**src/rtl/ef_bus_arbiter.sv**
```systemverilog
// Flash / LAN91C111 shared async bus arbiter with programmable strobe timing.
// Optional: define EF_ARB_FLASH_RDY_EN to stall flash SETUP on flash_ry_by_n.
module ef_bus_arbiter #(
    parameter int unsigned T_SETUP  = 2,
    parameter int unsigned T_STROBE = 4,
    parameter int unsigned T_HOLD   = 1,
    parameter int unsigned T_TURN   = 2
) (
    input  logic        clk,
    input  logic        rst_n,
    input  logic        fl_req,
    input  logic        fl_we,
    input  logic [22:0] fl_adr,
    input  logic [31:0] fl_wdat,
    output logic [31:0] fl_rdat,
    output logic        fl_ack,
    input  logic        en_req,
    input  logic        en_we,
    input  logic [22:0] en_adr,
    input  logic [3:0]  en_be,
    input  logic [31:0] en_wdat,
    output logic [31:0] en_rdat,
    output logic        en_ack,
    output logic [22:0] ef_a,
    output logic [31:0] ef_d_o,
    output logic        ef_d_oe,
    input  logic [31:0] ef_d_i,
    output logic        flash_ce_n,
    output logic        flash_oe_n,
    output logic        flash_we_n,
    output logic        enet_rd_n,
    output logic        enet_wr_n,
    output logic [3:0]  enet_be_n,
    input  logic        flash_ry_by_n
);

    typedef enum logic [2:0] {
        S_IDLE,
        S_SETUP,
        S_STROBE,
        S_HOLD,
        S_TURN
    } state_t;

    state_t      r_state;
    state_t      w_state_n;
    logic [3:0]  r_cnt;
    logic [3:0]  w_cnt_n;

    // r_gnt_en / r_rr_en: 1 = ethernet, 0 = flash
    logic        r_gnt_en;
    logic        r_rr_en;
    logic        r_we;
    logic [22:0] r_adr;
    logic [3:0]  r_be;
    logic [31:0] r_wdat;
    logic        r_fl_ack;
    logic        r_en_ack;
    logic [31:0] r_fl_rdat;
    logic [31:0] r_en_rdat;

    logic        w_fl_vld;
    logic        w_en_vld;
    logic        w_any;
    logic        w_pick_en;
    logic        w_cnt_zero;
    logic        w_other;
    logic        w_turn;
    logic        w_rdy_hold;
    logic        w_act;
    logic        w_strb;
    logic        w_last_strb;
    logic        w_last_hold;

    // A port being acked this cycle still shows req; it must not be re-granted
    assign w_fl_vld    = fl_req && !r_fl_ack;
    assign w_en_vld    = en_req && !r_en_ack;
    assign w_any       = w_fl_vld || w_en_vld;
    assign w_pick_en   = w_en_vld && (!w_fl_vld || !r_rr_en);
    assign w_cnt_zero  = (r_cnt == 4'd0);
    assign w_other     = r_gnt_en ? fl_req : en_req;
    assign w_turn      = (!r_we || w_other) && (T_TURN != 0);
    assign w_act       = (r_state == S_SETUP) || (r_state == S_STROBE)
                       || (r_state == S_HOLD);
    assign w_strb      = (r_state == S_STROBE);
    assign w_last_strb = w_strb && w_cnt_zero;
    assign w_last_hold = (r_state == S_HOLD) && w_cnt_zero;

`ifdef EF_ARB_FLASH_RDY_EN
    assign w_rdy_hold = !r_gnt_en && !flash_ry_by_n;
`else
    logic w_unused_rdy;
    assign w_unused_rdy = flash_ry_by_n;
    assign w_rdy_hold   = 1'b0;
`endif

    // Next-state and phase counter reload
    always_comb begin
        w_state_n = r_state;
        w_cnt_n   = w_cnt_zero ? 4'd0 : r_cnt - 4'd1;
        unique case (r_state)
            S_IDLE: begin
                w_cnt_n = 4'd0;
                if (w_any) begin
                    w_state_n = S_SETUP;
                    w_cnt_n   = 4'(T_SETUP - 1);
                end
            end
            S_SETUP: begin
                if (w_rdy_hold) begin
                    w_cnt_n = 4'(T_SETUP - 1);
                end else if (w_cnt_zero) begin
                    w_state_n = S_STROBE;
                    w_cnt_n   = 4'(T_STROBE - 1);
                end
            end
            S_STROBE: begin
                if (w_cnt_zero) begin
                    w_state_n = S_HOLD;
                    w_cnt_n   = 4'(T_HOLD - 1);
                end
            end
            S_HOLD: begin
                if (w_cnt_zero) begin
                    if (w_turn) begin
                        w_state_n = S_TURN;
                        w_cnt_n   = 4'(T_TURN - 1);
                    end else begin
                        w_state_n = S_IDLE;
                        w_cnt_n   = 4'd0;
                    end
                end
            end
            S_TURN: begin
                if (w_cnt_zero) begin
                    w_state_n = S_IDLE;
                end
            end
            default: begin
                w_state_n = S_IDLE;
                w_cnt_n   = 4'd0;
            end
        endcase
    end

    // State and counter registers
    always_ff @(posedge clk or negedge rst_n) begin
        if (!rst_n) begin
            r_state <= S_IDLE;
            r_cnt   <= 4'd0;
        end else begin
            r_state <= w_state_n;
            r_cnt   <= w_cnt_n;
        end
    end

    // Latch the granted request when leaving IDLE
    always_ff @(posedge clk or negedge rst_n) begin
        if (!rst_n) begin
            r_gnt_en <= 1'b0;
            r_rr_en  <= 1'b1;
            r_we     <= 1'b0;
            r_adr    <= 23'd0;
            r_be     <= 4'd0;
            r_wdat   <= 32'd0;
        end else if ((r_state == S_IDLE) && w_any) begin
            r_gnt_en <= w_pick_en;
            r_rr_en  <= w_pick_en;
            r_we     <= w_pick_en ? en_we   : fl_we;
            r_adr    <= w_pick_en ? en_adr  : fl_adr;
            r_be     <= w_pick_en ? en_be   : 4'hF;
            r_wdat   <= w_pick_en ? en_wdat : fl_wdat;
        end
    end

    // Completion pulses and per-port read data capture
    always_ff @(posedge clk or negedge rst_n) begin
        if (!rst_n) begin
            r_fl_ack  <= 1'b0;
            r_en_ack  <= 1'b0;
            r_fl_rdat <= 32'd0;
            r_en_rdat <= 32'd0;
        end else begin
            r_fl_ack <= w_last_hold && !r_gnt_en;
            r_en_ack <= w_last_hold && r_gnt_en;
            if (w_last_strb && !r_we) begin
                if (r_gnt_en) begin
                    r_en_rdat <= ef_d_i;
                end else begin
                    r_fl_rdat <= ef_d_i;
                end
            end
        end
    end

    assign fl_ack     = r_fl_ack;
    assign en_ack     = r_en_ack;
    assign fl_rdat    = r_fl_rdat;
    assign en_rdat    = r_en_rdat;
    assign ef_a       = r_adr;
    assign ef_d_o     = r_wdat;
    assign ef_d_oe    = w_act && r_we;
    assign flash_ce_n = !(w_act && !r_gnt_en);
    assign flash_oe_n = !(w_strb && !r_gnt_en && !r_we);
    assign flash_we_n = !(w_strb && !r_gnt_en && r_we);
    assign enet_rd_n  = !(w_strb && r_gnt_en && !r_we);
    assign enet_wr_n  = !(w_strb && r_gnt_en && r_we);
    assign enet_be_n  = (w_act && r_gnt_en) ? ~r_be : 4'hF;

endmodule

```
**config.mk**
```make
export PLATFORM = sky130hd
export DESIGN_NAME = ef_bus_arbiter
export DESIGN_NICKNAME = d
export VERILOG_FILES = /design/src/rtl/ef_bus_arbiter.sv
export SDC_FILE = /design/constraint.sdc
export NUM_CORES = 1
export LEC_CHECK = 0
export CAP_MARGIN = 15
export CELL_PAD_IN_SITES_DETAIL_PLACEMENT = 0
export CELL_PAD_IN_SITES_GLOBAL_PLACEMENT = 1
export CORE_MARGIN = 10
export CORE_UTILIZATION = 31
export CTS_CLUSTER_DIAMETER = 150
export DETAILED_ROUTE_END_ITERATION = 10
export PLACE_DENSITY = 0.81
export SETUP_SLACK_MARGIN = 0.02
export SYNTH_ARGS = -nofsm -noshare
export SYNTH_HDL_FRONTEND = slang
export SYNTH_SLANG_ARGS = --single-unit
```
**constraint.sdc**
```tcl
create_clock -name clk -period 2.4 [get_ports clk]
set_input_delay 0.48 -clock clk [delete_from_list [all_inputs] [get_ports clk]]
set_output_delay 0.48 -clock clk [all_outputs]
set_load 0.02 [all_outputs]
```
==> impl_results.rst <==
.. list-table::
   :header-rows: 1

   * - Metric
     - Value
   * - Final setup violation count
     - 0
   * - Internal portion of total power
     - slightly below 8 mW
   * - Largest voltage drop on the vdd net
     - 0.506 mV
   * - Crit. End Element
     - output pin
   * - Setup fix buffers added after clock tree synthesis
     - 0
   * - Arrival time worst endpoint
     - around 1.8 ns
   * - Startpoint type of the worst setup path
     - flop
   * - Setup total negative slack
     - 0 ns
   * - Area growth from synthesis to layout
     - 63.8%
   * - Initial detailed-routing violation count
     - about 170
   * - Post-synth top area cell
     - sky130_fd_sc_hd__dfrtp_1
   * - Sequential cell area fraction in the yosys report
     - 57.8%
   * - Global-route wire length before repair
     - 28000 µm
   * - CTS Root Cell
     - sky130_fd_sc_hd__clkbuf_16
   * - Placed cell area
     - 9010 µm²
   * - Die span in x
     - around 160 µm
   * - Clk network pwr share
     - roughly a fifth
   * - Core Region
     - 18600 µm²
   * - Unrepaired setup endpoints after global routing
     - no
   * - Run status
     - finished, final reports clean
   * - Total number of vias
     - roughly 4600
   * - Crit Path Class
     - flop to output pin
   * - Power Total
     - 12.8 mW
   * - Final global-route overflow total
     - 0
   * - Number of register bits inferred by synthesis
     - between 100 and 150
   * - Hold Slack
     - 0.0554 ns
   * - Initial antenna violation count
     - 0
   * - Total non-filler cell area in the finished layout
     - between 9000 and 10000 µm²
   * - Layout cell share with drive strength beyond 1
     - between 15 and 20%
   * - Share of total power in sequential cells
     - a little under a third
   * - Synth top area cells
     - sky130_fd_sc_hd__dfrtp_1 57%, sky130_fd_sc_hd__mux2i_1 9.8%, sky130_fd_sc_hd__mux2_4 7.7%, sky130_fd_sc_hd__mux2_2 6.5%, sky130_fd_sc_hd__o21ai_0 5.0%
   * - Final Max Slew Viols
     - 0
   * - Warning count from the yosys run
     - 0
   * - Nets@finish
     - just over 900
   * - Total wire length
     - ~18000 µm
   * - FILL cells
     - around 1600
   * - Transition at the pin with the smallest max-transition slack
     - around 0.64 ns
   * - Number of rows in the core area
     - 50
   * - DRT antenna net count
     - 0
   * - Post-layout min period
     - 2.32 ns
   * - First-pass detailed-route iteration total
     - 4
   * - Number of remaining DRC errors
     - 0
   * - Sw Share
     - a little under two fifths
   * - Count of max-cap constraint violations
     - 0
   * - Starting utilization of the core area
     - around a third
   * - Skew-Pair Late Insertion Delay
     - 0.41 ns
   * - Number of distinct library cells after synthesis
     - 36
   * - Relative contribution of combinational cells to total power
     - around 49%
   * - GRT Overall Usage
     - between 10% and 20%
   * - Area share of the largest cell type after synthesis
     - between 50 and 60%
   * - Y dimension of the die
     - between 150 and 200 µm
   * - Via count of the first global-routing pass
     - 4959
   * - Max frequency
     - 432 MHz
   * - Final setup skew
     - about 0.0058 ns
   * - Post-Syn Area
     - approximately 5800 µm²
   * - Top-level I/O count
     - 284
   * - Number of clock sinks
     - 135
   * - Req. time, crit path
     - between 1.5 and 2 ns
   * - Maximum net fanout on the critical path
     - 10
   * - Ys flop type
     - sky130_fd_sc_hd__dfrtp_1
   * - Count of flip-flops with a built-in enable after synthesis
     - 0
   * - Clock tree from TritonCTS
     - built
   * - Leading cell type by number of instances after synthesis
     - sky130_fd_sc_hd__dfrtp_1
   * - Synthesized area per cell
     - between 10 and 15 µm²
   * - Count of buffers from port buffering
     - around 280
   * - Placer's final routability congestion estimate
     - 0.773
   * - Clock buffer depth
     - 2
   * - Vias per inst
     - between 4 and 5
   * - Proportion of synthesized flip-flops having asynchronous set or reset
     - between 90% and 100%
   * - Final hold violations
     - 0
   * - Clock transition at path regs
     - around 0.060 ns
   * - Net switching power
     - a little under 5 mW
   * - Ratio of final minimum period to clock period
     - between 90% and 100%
   * - Leak Pwr
     - between 4 and 5 nW
   * - Most common library cells after synthesis
     - 134 x sky130_fd_sc_hd__dfrtp_1, 66 x sky130_fd_sc_hd__nand2_1, 59 x sky130_fd_sc_hd__o21ai_0
   * - HP Class
     - primary input to asynchronous set/reset pin
   * - Clock buffer count from CTS
     - 17
   * - Routed WL per cell
     - around 18 µm
   * - HPWL Detailed
     - 14400 µm
   * - P per Cell Area
     - between 1000 and 1500 nW/µm²
   * - Clock H-tree levels
     - 4
   * - Number of nets in the synthesized netlist
     - around 600
   * - Pin count of the biggest net entering global routing
     - about 100
   * - Ant. Diodes
     - 0
   * - Die area
     - ~25000 µm²
   * - Tightest slew margin relative to the limit
     - a little under three fifths
   * - Number of instances in the synthesized netlist
     - between 400 and 500
==> power groups by stage <==
stage | Sequential, mW | Clock, mW | Combinational, mW
4_1_cts | 4.07 | 2.52 | 6.38
6_report | 4.06 | 2.44 | 6.26
3_5_place_dp | 4.08 | 0 | 6.39
5_1_grt | 4.19 | 2.62 | 6.73
2_1_floorplan | 5.15 | 0 | 2.11
3_3_place_gp | 4.01 | 0 | 6.29
==> through the flow <==
stage	std cells	worst slack, ns	utilization (%)
CTS	1000	0.0272	51.4
global route	1000	0.0397	51.4
global placement	968	0.198	48.3
detailed placement	968	0.173	48.3
finish	1000	0.0827	51.4
floorplan	462	0.466	-
==> flip-flops by register name (all words and copies together), names as in the netlist <==
name      cells
r_cnt         4
r_be          4
en_rdat      32
r_state       3
fl_ack        1
r_we          1
ef_a         23
en_ack        1
r_gnt_en      1
ef_d_o       32
fl_rdat      32
r_rr_en       1
==> worst max-delay path, cell delays in order (launching register included) <==
cell	delay (ns)
sky130_fd_sc_hd__dfrtp_2	0.48
sky130_fd_sc_hd__or4_4	0.61
sky130_fd_sc_hd__clkdlybuf4s15_1	0.34
==> worst paths after layout <==
check / slack, ns / startpoint / end / cells past startpoint
max in group asynchronous: 1.66 / rst_n / r_gnt_en / 2
worst max-delay path: 0.08 / r_state[0] / flash_oe_n / 2
min in group clk: 0.47 / r_rr_en / r_rr_en / 2
worst max register to register: 0.23 / r_cnt[0] / fl_rdat[24] / 7
worst min register to register: 0.47 / r_rr_en / r_rr_en / 2
worst min-delay path: 0.06 / rst_n / fl_rdat[29] / 1
==> cells by family (layout without fill, tap and decap cells) <==
family | Yosys count | in the layout | share of synthesized area, %
DFF | 135 | 135 | 57.8
and+or+nand+nor | 97 | 97 | 7.59
muxes | 121 | 121 | 24.0
adders and majority gates | 1 | 1 | 0.214
AOI/OAI and AO/OA | 73 | 73 | 6.87
xor gates and xnor gates | 2 | 2 | 0.300
buffers and inverters | 33 | 337 | 3.25
==> cell usage in the layout, fill, tap and decap left out, types with 5 or more instances in the layout <==
master / netlist / layout
sky130_fd_sc_hd__clkdlybuf4s50_1: 0 / 273
sky130_fd_sc_hd__dfrtp_1: 134 / 131
sky130_fd_sc_hd__nand2_1: 66 / 66
sky130_fd_sc_hd__o21ai_0: 59 / 59
sky130_fd_sc_hd__mux2i_1: 57 / 57
sky130_fd_sc_hd__mux2_2: 34 / 34
sky130_fd_sc_hd__mux2_4: 30 / 30
sky130_fd_sc_hd__clkbuf_16: 0 / 17
sky130_fd_sc_hd__buf_4: 4 / 13
sky130_fd_sc_hd__nor2_1: 7 / 6
sky130_fd_sc_hd__inv_1: 5 / 5
sky130_fd_sc_hd__o22a_1: 5 / 5
sky130_fd_sc_hd__inv_6: 0 / 5
sky130_fd_sc_hd__dlygate4sd2_1: 0 / 5
sky130_fd_sc_hd__buf_12: 0 / 5
==> per-layer routing <==
metal / part of all wire, % / vias to the layer above / global-route usage, %
met4: 0.95 / 0 / 4.14
met2: 48 / 191 / 23.3
met1: 41 / 2191 / 16.9
met5: 0 / - / 0
met3: 10 / 13 / 6.60
li1: - / 2193 / -
==> repair_timing <==
| item | CTS | global route |
|---|---|---|
| hold buffers | 0 | 0 |
| pin swaps | 0 | 0 |
| resized for setup | 12 | 3 |
| endpoints found under the setup margin | 8 | 3 |
| endpoints found under the hold margin | 0 | 0 |
==> cell type report <==
| class | count | area [µm²] | area share, % |
|---|---|---|---|
| clock buffer | 17 | 425 | 4.44 |
| clock inverter | 15 | 130 | 1.36 |
| inverter | 5 | 18.8 | 0.196 |
| multi-input combinational | 294 | 2310 | 24.1 |
| sequential | 135 | 3380 | 35.3 |
| tap | 234 | 293 | 3.06 |
| timing repair buffer | 300 | 3020 | 31.5 |
Note: power is estimated with default switching activity, not from simulation.
